<file path="src/rtl/usb_rw_ctrl.sv">
// Host-side read/write transaction controller: runs an address phase then a data
// phase through the protocol FSM, with bounded per-phase retries.
module usb_rw_ctrl #(
  parameter int unsigned DATA_BYTES  = 8,
  parameter int unsigned PAGE_W      = 16,
  parameter logic [6:0]  DEV_ADDR    = 7'b1010000,
  parameter logic [3:0]  ENDP_ADDR   = 4'b0010,
  parameter logic [3:0]  ENDP_DATA   = 4'b0001,
  parameter int unsigned MAX_RETRIES = 2,
  localparam int unsigned DW         = 8 * DATA_BYTES
) (
  input  logic            clk,
  input  logic            rst,
  input  logic [1:0]      tsk,
  input  logic            task_start,
  input  logic [PAGE_W-1:0] mempage,
  input  logic [DW-1:0]   data_in,
  output logic            task_busy,
  output logic            task_done,
  output logic            task_success,
  output logic [DW-1:0]   data_to_tb,
  output logic [3:0]      retry_cnt,
  output logic            ptcl_start,
  input  logic            ptcl_ready,
  input  logic            ptcl_done,
  input  logic            ptcl_success,
  input  logic [DW-1:0]   ptcl_data,
  output logic [18:0]     token_pkt_out,
  output logic [8+DW-1:0] data_pkt_out,
  output logic            data_avail
);

  localparam logic [7:0] PID_OUT  = 8'b10000111;
  localparam logic [7:0] PID_IN   = 8'b10010110;
  localparam logic [7:0] PID_DATA = 8'b11000011;
  localparam logic [1:0] OP_READ  = 2'b01;
  localparam logic [1:0] OP_WRITE = 2'b10;
  localparam logic [3:0] RETRY_MAX = 4'(MAX_RETRIES);

  typedef enum logic [2:0] {
    IDLE   = 3'd0,
    A_REQ  = 3'd1,
    A_WAIT = 3'd2,
    D_REQ  = 3'd3,
    D_WAIT = 3'd4,
    FIN    = 3'd5
  } state_t;

  state_t              state, state_nxt;
  logic [1:0]          op_q;
  logic [PAGE_W-1:0]   page_q;
  logic [DW-1:0]       wdata_q;
  logic                result_q, result_nxt;
  logic [3:0]          retry_nxt;
  logic                accept;
  logic                load_rd;

  function automatic logic [DW-1:0] bit_rev(input logic [DW-1:0] v);
    logic [DW-1:0] r;
    r = '0;
    for (int unsigned i = 0; i < DW; i++) begin
      r[DW-1-i] = v[i];
    end
    return r;
  endfunction

  // State, retry counter, result flag, latched operands and read-back register
  always_ff @(posedge clk) begin
    if (rst) begin
      state      <= IDLE;
      op_q       <= '0;
      page_q     <= '0;
      wdata_q    <= '0;
      result_q   <= 1'b0;
      retry_cnt  <= '0;
      data_to_tb <= '0;
    end else begin
      state     <= state_nxt;
      result_q  <= result_nxt;
      retry_cnt <= retry_nxt;
      if (accept) begin
        op_q    <= tsk;
        page_q  <= mempage;
        wdata_q <= data_in;
      end
      if (load_rd) begin
        data_to_tb <= ptcl_data;
      end
    end
  end

  always_comb begin
    state_nxt  = state;
    result_nxt = result_q;
    retry_nxt  = retry_cnt;
    accept     = 1'b0;
    load_rd    = 1'b0;
    case (state)
      IDLE: begin
        if (task_start) begin
          accept = 1'b1;
          retry_nxt  = '0;
          result_nxt = 1'b0;
          if (tsk == OP_READ || tsk == OP_WRITE) begin
            state_nxt = A_REQ;
          end else if (tsk == 2'b11) begin
            state_nxt = FIN;
          end
        end
      end
      A_REQ: begin
        if (ptcl_ready) state_nxt = A_WAIT;
      end
      A_WAIT: begin
        if (ptcl_done) begin
          if (ptcl_success) begin
            state_nxt = D_REQ;
            retry_nxt = '0;
          end else if (retry_cnt < RETRY_MAX) begin
            state_nxt = A_REQ;
            retry_nxt = retry_cnt + 4'd1;
          end else begin
            state_nxt  = FIN;
            result_nxt = 1'b0;
          end
        end
      end
      D_REQ: begin
        if (ptcl_ready) state_nxt = D_WAIT;
      end
      D_WAIT: begin
        if (ptcl_done) begin
          if (ptcl_success) begin
            state_nxt  = FIN;
            result_nxt = 1'b1;
            load_rd    = (op_q == OP_READ);
          end else if (retry_cnt < RETRY_MAX) begin
            state_nxt = D_REQ;
            retry_nxt = retry_cnt + 4'd1;
          end else begin
            state_nxt  = FIN;
            result_nxt = 1'b0;
          end
        end
      end
      FIN: begin
        state_nxt = IDLE;
      end
      default: begin
        state_nxt = IDLE;
      end
    endcase
  end

  always_comb begin
    task_busy     = (state != IDLE);
    task_done     = (state == FIN);
    task_success  = (state == FIN) && result_q;
    ptcl_start    = (state == A_REQ) || (state == D_REQ);
    token_pkt_out = '0;
    data_pkt_out  = '0;
    data_avail    = 1'b0;
    case (state)
      A_REQ, A_WAIT: begin
        token_pkt_out = {PID_OUT, DEV_ADDR, ENDP_ADDR};
        data_pkt_out  = {PID_DATA, bit_rev(DW'(page_q))};
        data_avail    = 1'b1;
      end
      D_REQ, D_WAIT: begin
        if (op_q == OP_WRITE) begin
          token_pkt_out = {PID_OUT, DEV_ADDR, ENDP_DATA};
          data_pkt_out  = {PID_DATA, bit_rev(wdata_q)};
          data_avail    = 1'b1;
        end else begin
          token_pkt_out = {PID_IN, DEV_ADDR, ENDP_DATA};
        end
      end
      default: begin
      end
    endcase
  end

endmodule

</file>
<file path="config.mk">
export PLATFORM = sky130hd
export DESIGN_NAME = usb_rw_ctrl
export DESIGN_NICKNAME = d
export VERILOG_FILES = /design/src/rtl/usb_rw_ctrl.sv
export SDC_FILE = /design/constraint.sdc
export NUM_CORES = 1
export LEC_CHECK = 0
export ABC_CLOCK_PERIOD_IN_PS = 2730
export BUFFER_PORTS_ARGS = -buffer_cell sky130_fd_sc_hd__buf_2
export CAP_MARGIN = 5
export CORE_MARGIN = 2
export CORE_UTILIZATION = 45
export DETAILED_ROUTE_END_ITERATION = 10
export GPL_ROUTABILITY_DRIVEN = 1
export GPL_TIMING_DRIVEN = 0
export PLACE_DENSITY = 0.84
export SLEW_MARGIN = 40
export SYNTH_ARGS = -nofsm -noshare
export SYNTH_HDL_FRONTEND = slang
export SYNTH_SLANG_ARGS = --single-unit
</file>
<file path="constraint.sdc">
create_clock -name clk -period 2.73 [get_ports clk]
set_clock_uncertainty 0.15 [all_clocks]
set_input_delay 0.4095 -clock clk [delete_from_list [all_inputs] [get_ports clk]]
set_output_delay 0.4095 -clock clk [all_outputs]
set_load 0.02 [all_outputs]
</file>
==> metrics.txt, run 1 <==
# TYPE chip_impl_metric gauge
chip_impl_metric{name="syn_area",unit="mm^2"} 0.00648
chip_impl_info{name="setup.worst_path.class",value="register to output port"} 1
chip_impl_metric{name="syn_to_final_growth",unit="%"} 37.9
chip_impl_metric{name="clock.fmax",unit="GHz"} 0.382
chip_impl_metric{name="synth.yosys.seq_area_share",unit="%"} 47.6
chip_impl_metric{name="synth_mux_area_share",unit="%"} 0.328
chip_impl_metric{name="finalSetupViolCount",unit=""} 0
chip_impl_metric{name="final_antenna_net_count",unit=""} 0
chip_impl_metric{name="syn_inst",unit=""} 826
chip_impl_info{name="synth_top_family_by_area",value="simple AND/OR/NAND/NOR gates"} 1
chip_impl_metric{name="totalNegativeSetupSlack",unit="ps"} 0
chip_impl_info{name="run_status",value="complete, no violations"} 1
chip_impl_metric{name="grt_pass1_vias",unit=""} 6340
chip_impl_info{name="timing.critical_path.cells",value="buf_6 -> buf_2 -> xnor2_1 -> nor2_4 -> buf_4 -> a22o_1 -> buf_4"} 1
chip_impl_metric{name="numPlacedInstances",unit=""} 1318
chip_impl_metric{name="routed_via_density",unit=""} 4.93
chip_impl_info{name="leading_area_contributor_after_synthesis",value="sky130_fd_sc_hd__dfxtp_1"} 1
chip_impl_metric{name="drc",unit=""} 0
chip_impl_metric{name="clockPowerShare",unit="%"} 40.4
chip_impl_metric{name="crit_path_dat",unit="ps"} 2060
chip_impl_metric{name="globalRoute.totalOverflow",unit=""} 0
chip_impl_metric{name="worst_supply_voltage_drop_on_vdd",unit="V"} 0.000483
chip_impl_metric{name="antenna_found_initial",unit=""} 2
chip_impl_info{name="slowest_stage_cell_cp",value="sky130_fd_sc_hd__dfxtp_1"} 1
chip_impl_metric{name="finalCriticalPeriod",unit="ps"} 2620
chip_impl_metric{name="crit_fanout",unit=""} 10
chip_impl_metric{name="cts_buffers",unit=""} 17
chip_impl_metric{name="synth_xor_xnor_area_share",unit="%"} 0.270
chip_impl_metric{name="postSynthRegisterBits",unit=""} 154
chip_impl_metric{name="grt_first_pass_wirelength",unit="mm"} 30.1
chip_impl_metric{name="timing.final.crit_share",unit="%"} 95.9
chip_impl_metric{name="fraction_of_the_mapped_netlist_area_in_adder_cells",unit="%"} 0.386
chip_impl_metric{name="worst_path_largest_cell_delay",unit="ps"} 330
chip_impl_metric{name="power.combinational.fraction",unit="%"} 18.4
chip_impl_info{name="timing.critical_path.from_type",value="register"} 1
chip_impl_metric{name="dpl.hpwl",unit="mm"} 14.6
chip_impl_metric{name="floorplan.die.width",unit="um"} 124
chip_impl_metric{name="avgRoutedWirePerCell",unit="um"} 14.6
chip_impl_metric{name="totalWireLength",unit="mm"} 19.7
chip_impl_metric{name="initial_core_util",unit="%"} 46.3
chip_impl_info{name="synthTopCellsByArea",value="sky130_fd_sc_hd__dfxtp_1, sky130_fd_sc_hd__nand2_1, sky130_fd_sc_hd__a21oi_1"} 1
chip_impl_metric{name="post-route-worst-setup-slack",unit="ps"} 113
chip_impl_info{name="unrepaired_setup_endpoints_after_global_routing",value="no"} 1
chip_impl_metric{name="worst_slew_pin_slew",unit="ps"} 721
chip_impl_metric{name="max_slew_margin",unit="%"} 52.0
chip_impl_metric{name="top_level_ports",unit=""} 316
chip_impl_metric{name="core-area",unit="mm^2"} 0.0140
chip_impl_metric{name="synth_simple_gate_area_share",unit="%"} 25.9
chip_impl_metric{name="floorplan.rows",unit=""} 43
chip_impl_info{name="layout.cells.most_common",value="sky130_fd_sc_hd__buf_2"} 1
chip_impl_metric{name="synthDominantCellAreaShare",unit="%"} 47.6
chip_impl_metric{name="max_cap_violations",unit=""} 0
chip_impl_info{name="setup.worst_path.end_class",value="output port"} 1
chip_impl_metric{name="required",unit="ps"} 2170
chip_impl_metric{name="clock_tree.htree_level_count",unit=""} 4
chip_impl_metric{name="drt_iter0_drc",unit=""} 349
chip_impl_info{name="cts_root_buffer",value="sky130_fd_sc_hd__clkbuf_16"} 1
chip_impl_metric{name="antenna_cells",unit=""} 0
chip_impl_info{name="cts_tree",value="built"} 1
chip_impl_metric{name="total_of_warnings_raised_by_yosys",unit=""} 0
chip_impl_metric{name="internal-power",unit="uW"} 4300
chip_impl_metric{name="power_per_cell_area",unit="mW/mm^2"} 670
chip_impl_info{name="main_flop_type_after_synthesis",value="sky130_fd_sc_hd__dfxtp_1"} 1
chip_impl_metric{name="pre_repair_dr_iteration_count",unit=""} 5
chip_impl_metric{name="gpl.final_weighted_congestion",unit=""} 0.930
chip_impl_metric{name="placement.setup.worst_slack",unit="ps"} 288
chip_impl_metric{name="power_frac_seq",unit="%"} 41.2
chip_impl_metric{name="height_of_the_die",unit="um"} 124
chip_impl_metric{name="clk_path_buf_depth",unit=""} 2
chip_impl_metric{name="synthesis.area_per_instance",unit="um^2"} 7.84
chip_impl_metric{name="timing_max_transition_violations_final",unit=""} 0
chip_impl_metric{name="cts_num_sinks",unit=""} 154
chip_impl_metric{name="total_nets_final",unit=""} 1315
chip_impl_metric{name="final_cell_count_without_fillers",unit=""} 1353
chip_impl_metric{name="routed-via-count",unit=""} 6674
chip_impl_info{name="hold_path_class",value="input port to register"} 1
chip_impl_metric{name="ys_types",unit=""} 50
chip_impl_info{name="final_cell_mix",value="sky130_fd_sc_hd__buf_2, sky130_fd_sc_hd__nand2_1, sky130_fd_sc_hd__a21oi_1, sky130_fd_sc_hd__dfxtp_1, sky130_fd_sc_hd__and2_1"} 1
chip_impl_metric{name="worst_setup_hold_path_clk_slew",unit="ps"} 60
chip_impl_metric{name="final_layout_size_suffix_gt1_share",unit="%"} 34.7
chip_impl_metric{name="synth_compound_gate_area_share",unit="%"} 16.4
chip_impl_metric{name="clock_latency",unit="ps"} 420
chip_impl_metric{name="timing.final.hold_violations",unit=""} 0
chip_impl_metric{name="grt_util_all_layers",unit="%"} 25.1
chip_impl_metric{name="grt_start_max_net_pins",unit=""} 17
chip_impl_metric{name="power.switching",unit="uW"} 1690
chip_impl_metric{name="static-leakage-power",unit="uW"} 0.00422
chip_impl_metric{name="asr_flop_ratio_synth",unit="%"} 0
chip_impl_metric{name="fp.dieArea",unit="mm^2"} 0.0154
chip_impl_metric{name="power_switching_share",unit="%"} 28.2
chip_impl_info{name="cpMostUsedCell",value="sky130_fd_sc_hd__buf_4"} 1
chip_impl_metric{name="synth-edff-count",unit=""} 0
chip_impl_metric{name="number_of_port_buffers",unit=""} 298
-- cell type report --
class	count	area, um^2
Fill cell	1243	5050
Sequential cell	154	3080
Multi-Input combinational cell	593	2880
Timing Repair Buffer	303	1530
Buffer	86	583
Clock buffer	19	443
Tap cell	180	225
Clock inverter	12	165
Inverter	6	22.5
-- synthesized netlist by cell type (all sizes together), types with 2 or more instances --
| master | number |
|---|---|
| a21oi | 154 |
| a22o | 16 |
| a31oi | 2 |
| and2 | 51 |
| and3 | 3 |
| buf | 60 |
| clkbuf | 26 |
| dfxtp | 154 |
| ha | 2 |
| inv | 6 |
| nand2 | 298 |
| nand3 | 4 |
| nor2 | 10 |
| nor2b | 5 |
| nor3 | 3 |
| nor4 | 2 |
| o21ai | 2 |
| o21bai | 2 |
| or2 | 2 |
| xnor2 | 2 |
-- power by group through the flow --
stage / logic [uW] / clock network, uW / registers (uW)
4_1_cts: 1080 / 2460 / 2470
6_report: 1100 / 2420 / 2470
3_3_place_gp: 1040 / 0 / 2510
2_1_floorplan: 707 / 0 / 2500
5_1_grt: 1210 / 2550 / 2480
3_5_place_dp: 1060 / 0 / 2510
-- worst paths after layout --
path / start / to / slack [ps] / depth (start not counted)
setup / recovery: state[1] / data_pkt_out[48] / 110 / 7
hold / removal: data_in[39] / wdata_q[39] / 70 / 3
setup reg to reg: state[1] / wdata_q[0] / 730 / 7
hold reg to reg: wdata_q[40] / wdata_q[40] / 300 / 2
-- kinds of logic after synthesis --
family	Yosys count
other cells	1
flops	154
xor+xnor	2
simple gates	384
fa+ha+maj	2
mux	2
buf+inv	92
compound gates	189
-- per-stage QoR --
stage	util, %	hold slack (ps)	power (uW)	area, um^2
4_1_cts	63.6	54.9	6000	8890
3_5_place_dp	59.0	292	3570	8250
5_1_grt	63.9	53.5	6250	8930
3_3_place_gp	58.9	288	3550	8240
2_1_floorplan	-	282	3210	6530
6_report	63.9	70.1	5980	8930
-- timing repair --
action / CTS / global route
hold buffers: 0 / 0
endpoints found under the hold margin: 0 / 0
pin swaps: 1 / 3
setup endpoints to repair: 66 / 59
gates resized for setup: 6 / 6
setup buffers: 1 / 3
-- critical path: cells and delay by family, from the launching register on --
family / cells / cell delay, ps
buffers and inverters: 4 / 760
DFF: 1 / 330
and+or+nand+nor: 1 / 230
AOI/OAI and AO/OA: 1 / 200
xor gates and xnor gates: 1 / 130
-- flip-flops by register name, indices dropped and copies added (netlist names) --
register    count
wdata_q        64
retry_cnt       4
op_q            2
state           3
result_q        1
page_q         16
data_to_tb     64
-- metal layers --
layer | global-route usage, % | wire [um] | up-vias | share of wire [%]
met5 | 0 | 27 | - | 0.14
met4 | 10.3 | 530 | 4 | 2.7
met3 | 8.15 | 1560 | 44 | 7.9
met2 | 43.1 | 9790 | 264 | 50
met1 | 28.9 | 7820 | 3031 | 40
li1 | - | - | 3331 | -
(Power assumes the default switching activity.)
==> run 2: changes to the inputs <==
- ABC_AREA: default -> 1
==> run 2 against run 1 <==
Compared with the run above: combinational power rose to 2.6 times the previous value; die area rose by 3.9%; flip-flop and latch count did not move.
==> metrics.txt, run 2 <==
# TYPE chip_impl_metric gauge
chip_impl_metric{name="asr_flop_ratio_synth",unit="%"} 0
chip_impl_metric{name="worst_slew_pin_slew",unit="ps"} 741
chip_impl_info{name="setup.worst_path.class",value="register to output port"} 1
chip_impl_metric{name="total_of_warnings_raised_by_yosys",unit=""} 0
chip_impl_metric{name="design_area",unit="mm^2"} 0.00913
chip_impl_metric{name="cts-hold-fix-buffers",unit=""} 0
chip_impl_metric{name="cts_num_sinks",unit=""} 154
chip_impl_metric{name="routed-via-count",unit=""} 7059
chip_impl_info{name="hold_path_class",value="input port to register"} 1
chip_impl_metric{name="worst_path_largest_cell_delay",unit="ps"} 290
chip_impl_metric{name="avgRoutedWirePerCell",unit="um"} 13.3
chip_impl_metric{name="initial_core_util",unit="%"} 46.2
chip_impl_metric{name="floorplan.die.width",unit="um"} 126
chip_impl_metric{name="synthDominantCellAreaShare",unit="%"} 45.7
chip_impl_metric{name="finalPower",unit="uW"} 8080
chip_impl_metric{name="numPlacedInstances",unit=""} 1477
chip_impl_info{name="slowest_stage_cell_cp",value="sky130_fd_sc_hd__dfxtp_1"} 1
chip_impl_metric{name="clock_latency",unit="ps"} 420
chip_impl_metric{name="crit_path_dat",unit="ps"} 2080
chip_impl_metric{name="timing.final.crit_share",unit="%"} 96.5
chip_impl_info{name="largest_registers",value="data_to_tb: 64 flops, wdata_q: 64 flops, page_q: 16 flops"} 1
chip_impl_metric{name="synth.yosys.seq_area_share",unit="%"} 45.7
chip_impl_metric{name="postSynthRegisterBits",unit=""} 154
chip_impl_metric{name="cts_buffers",unit=""} 17
chip_impl_info{name="run_status",value="complete, no violations"} 1
chip_impl_metric{name="syn_inst",unit=""} 979
chip_impl_metric{name="grt_pass1_vias",unit=""} 6682
chip_impl_info{name="setup.worst_path.end_class",value="output port"} 1
chip_impl_metric{name="gpl.final_weighted_congestion",unit=""} 0.964
chip_impl_info{name="leading_area_contributor_after_synthesis",value="sky130_fd_sc_hd__dfxtp_1"} 1
chip_impl_info{name="synthTopCellsByArea",value="sky130_fd_sc_hd__dfxtp_1, sky130_fd_sc_hd__nor2_1, sky130_fd_sc_hd__nand2_1"} 1
chip_impl_metric{name="syn_area",unit="mm^2"} 0.00674
chip_impl_metric{name="antenna_found_initial",unit=""} 1
chip_impl_metric{name="globalRoute.totalOverflow",unit=""} 0
chip_impl_info{name="timing.critical_path.cells",value="buf_4 -> nor2_4 -> nand2_2 -> nand2_1 -> nand2_1 -> buf_4 -> buf_4 -> nor2_1 -> buf_2"} 1
chip_impl_metric{name="max_slew_margin",unit="%"} 50.6
chip_impl_info{name="cts_root_buffer",value="sky130_fd_sc_hd__clkbuf_16"} 1
chip_impl_metric{name="drt_iter0_drc",unit=""} 351
chip_impl_metric{name="timing.final.hold_violations",unit=""} 0
chip_impl_info{name="final_cell_mix",value="sky130_fd_sc_hd__buf_2, sky130_fd_sc_hd__nor2_1, sky130_fd_sc_hd__nand2_1"} 1
chip_impl_metric{name="max_cap_violations",unit=""} 0
chip_impl_metric{name="drc",unit=""} 0
chip_impl_metric{name="height_of_the_die",unit="um"} 126
chip_impl_info{name="main_flop_type_after_synthesis",value="sky130_fd_sc_hd__dfxtp_1"} 1
chip_impl_metric{name="grt_util_all_layers",unit="%"} 24.4
chip_impl_info{name="synth_top_cells_by_count",value="sky130_fd_sc_hd__nor2_1, sky130_fd_sc_hd__nand2_1, sky130_fd_sc_hd__inv_1"} 1
chip_impl_metric{name="static-leakage-power",unit="uW"} 0.00481
chip_impl_metric{name="clock_tree.htree_level_count",unit=""} 4
chip_impl_metric{name="final_antenna_net_count",unit=""} 0
chip_impl_info{name="timing.critical_path.from_type",value="register"} 1
chip_impl_metric{name="routed_via_density",unit=""} 4.68
chip_impl_metric{name="synthesis.area_per_instance",unit="um^2"} 6.88
chip_impl_metric{name="fp.dieArea",unit="mm^2"} 0.0160
chip_impl_metric{name="grt_start_max_net_pins",unit=""} 17
chip_impl_metric{name="timing_max_transition_violations_final",unit=""} 0
chip_impl_metric{name="timing.critical_path.buf_inv",unit=""} 4
chip_impl_metric{name="totalWireLength",unit="mm"} 20.0
chip_impl_metric{name="final_layout_size_suffix_gt1_share",unit="%"} 29.7
chip_impl_metric{name="whs",unit="ps"} 118
chip_impl_metric{name="clock.fmax",unit="GHz"} 0.380
chip_impl_info{name="cts_tree",value="built"} 1
chip_impl_metric{name="placed_area",unit="mm^2"} 0.00852
chip_impl_metric{name="post_layout_utilization_of_the_core",unit="%"} 62.6
chip_impl_metric{name="antenna_cells",unit=""} 0
chip_impl_info{name="layout.cells.most_common",value="sky130_fd_sc_hd__buf_2"} 1
chip_impl_info{name="post-synth-top-count-cell",value="sky130_fd_sc_hd__nor2_1"} 1
chip_impl_info{name="cpMostUsedCell",value="sky130_fd_sc_hd__buf_4"} 1
chip_impl_metric{name="finalCriticalPeriod",unit="ps"} 2630
chip_impl_metric{name="total_nets_final",unit=""} 1466
chip_impl_metric{name="finalSetupViolCount",unit=""} 0
chip_impl_metric{name="syn_to_final_growth",unit="%"} 35.4
chip_impl_metric{name="dpl.hpwl",unit="mm"} 15.2
chip_impl_metric{name="required",unit="ps"} 2170
chip_impl_metric{name="synth-edff-count",unit=""} 0
chip_impl_metric{name="core-area",unit="mm^2"} 0.0146
chip_impl_metric{name="grt_first_pass_wirelength",unit="mm"} 31.4
chip_impl_metric{name="pre_repair_dr_iteration_count",unit=""} 5
chip_impl_metric{name="worst_supply_voltage_drop_on_vdd",unit="V"} 0.000657
chip_impl_metric{name="final_cell_count_without_fillers",unit=""} 1509
chip_impl_metric{name="crit_fanout",unit=""} 10
chip_impl_metric{name="clk_path_buf_depth",unit=""} 2
chip_impl_metric{name="worst_setup_hold_path_clk_slew",unit="ps"} 60
chip_impl_metric{name="number_of_port_buffers",unit=""} 301
chip_impl_metric{name="ys_types",unit=""} 24
chip_impl_metric{name="top_level_ports",unit=""} 316
chip_impl_metric{name="power_per_cell_area",unit="mW/mm^2"} 885
chip_impl_info{name="path_delay_family",value="buffers and inverters"} 1
chip_impl_metric{name="floorplan.rows",unit=""} 44
## run 2: where the power goes
part           internal [uW]  switching [uW]
combinational           1010            1900
clock                   1370             912
sequential              2730             156
## run 2: final cells by class
cell class	instances	area (um^2)
Buffer	80	534
Clock buffer	22	454
Clock inverter	10	120
Fill cell	1327	5460
Inverter	169	637
Multi-Input combinational cell	589	2560
Sequential cell	154	3090
Tap cell	184	230
Timing Repair Buffer	301	1510
## run 2: path summary, 6_finish.rpt
path | slack (ps) | depth (start not counted) | end | start
worst min register to register | 300 | 2 | wdata_q[58] | wdata_q[58]
worst min-delay path | 120 | 3 | wdata_q[37] | data_in[37]
worst max register to register | 790 | 9 | wdata_q[10] | state[1]
worst max-delay path | 100 | 9 | data_pkt_out[0] | state[1]
## run 2: cells by family after synthesis
| family | Yosys count | synth area share (%) |
|---|---|---|
| simple gates | 377 | 21.8 |
| other cells | 1 | 0.0556 |
| buf+inv | 249 | 17.2 |
| compound gates | 196 | 14.9 |
| fa+ha+maj | 2 | 0.371 |
| flops | 154 | 45.7 |
## run 2: metrics by stage
step / setup WS (ps) / setup TNS, ps
floorplan: 354 / 0
global placement: 215 / 0
detailed placement: 236 / 0
CTS: 32.8 / 0
global route: -2.31 / -2.57
finish: 95.2 / 0
## run 2: timing repair
item,CTS,global route
endpoints found under the hold margin,0,0
cloned,0,0
pin swaps,0,0
gates resized for setup,7,4
setup buffers,0,0
endpoints found under the setup margin,14,10
## run 2: per-layer routing
layer,up-vias,global-route usage (%),part of all wire [%]
met5,-,0,0.065
met4,2,10.0,2.6
met3,41,6.41,6.6
met2,256,43.9,50
met1,3152,27.3,41
li1,3608,-,-
## run 2: worst reg2reg max path, delay by kind of cell, from the launching register on
kind	cells	cell delay, ps
buf+inv	4	640
flops	1	290
compound gates	2	370
simple gates	3	350
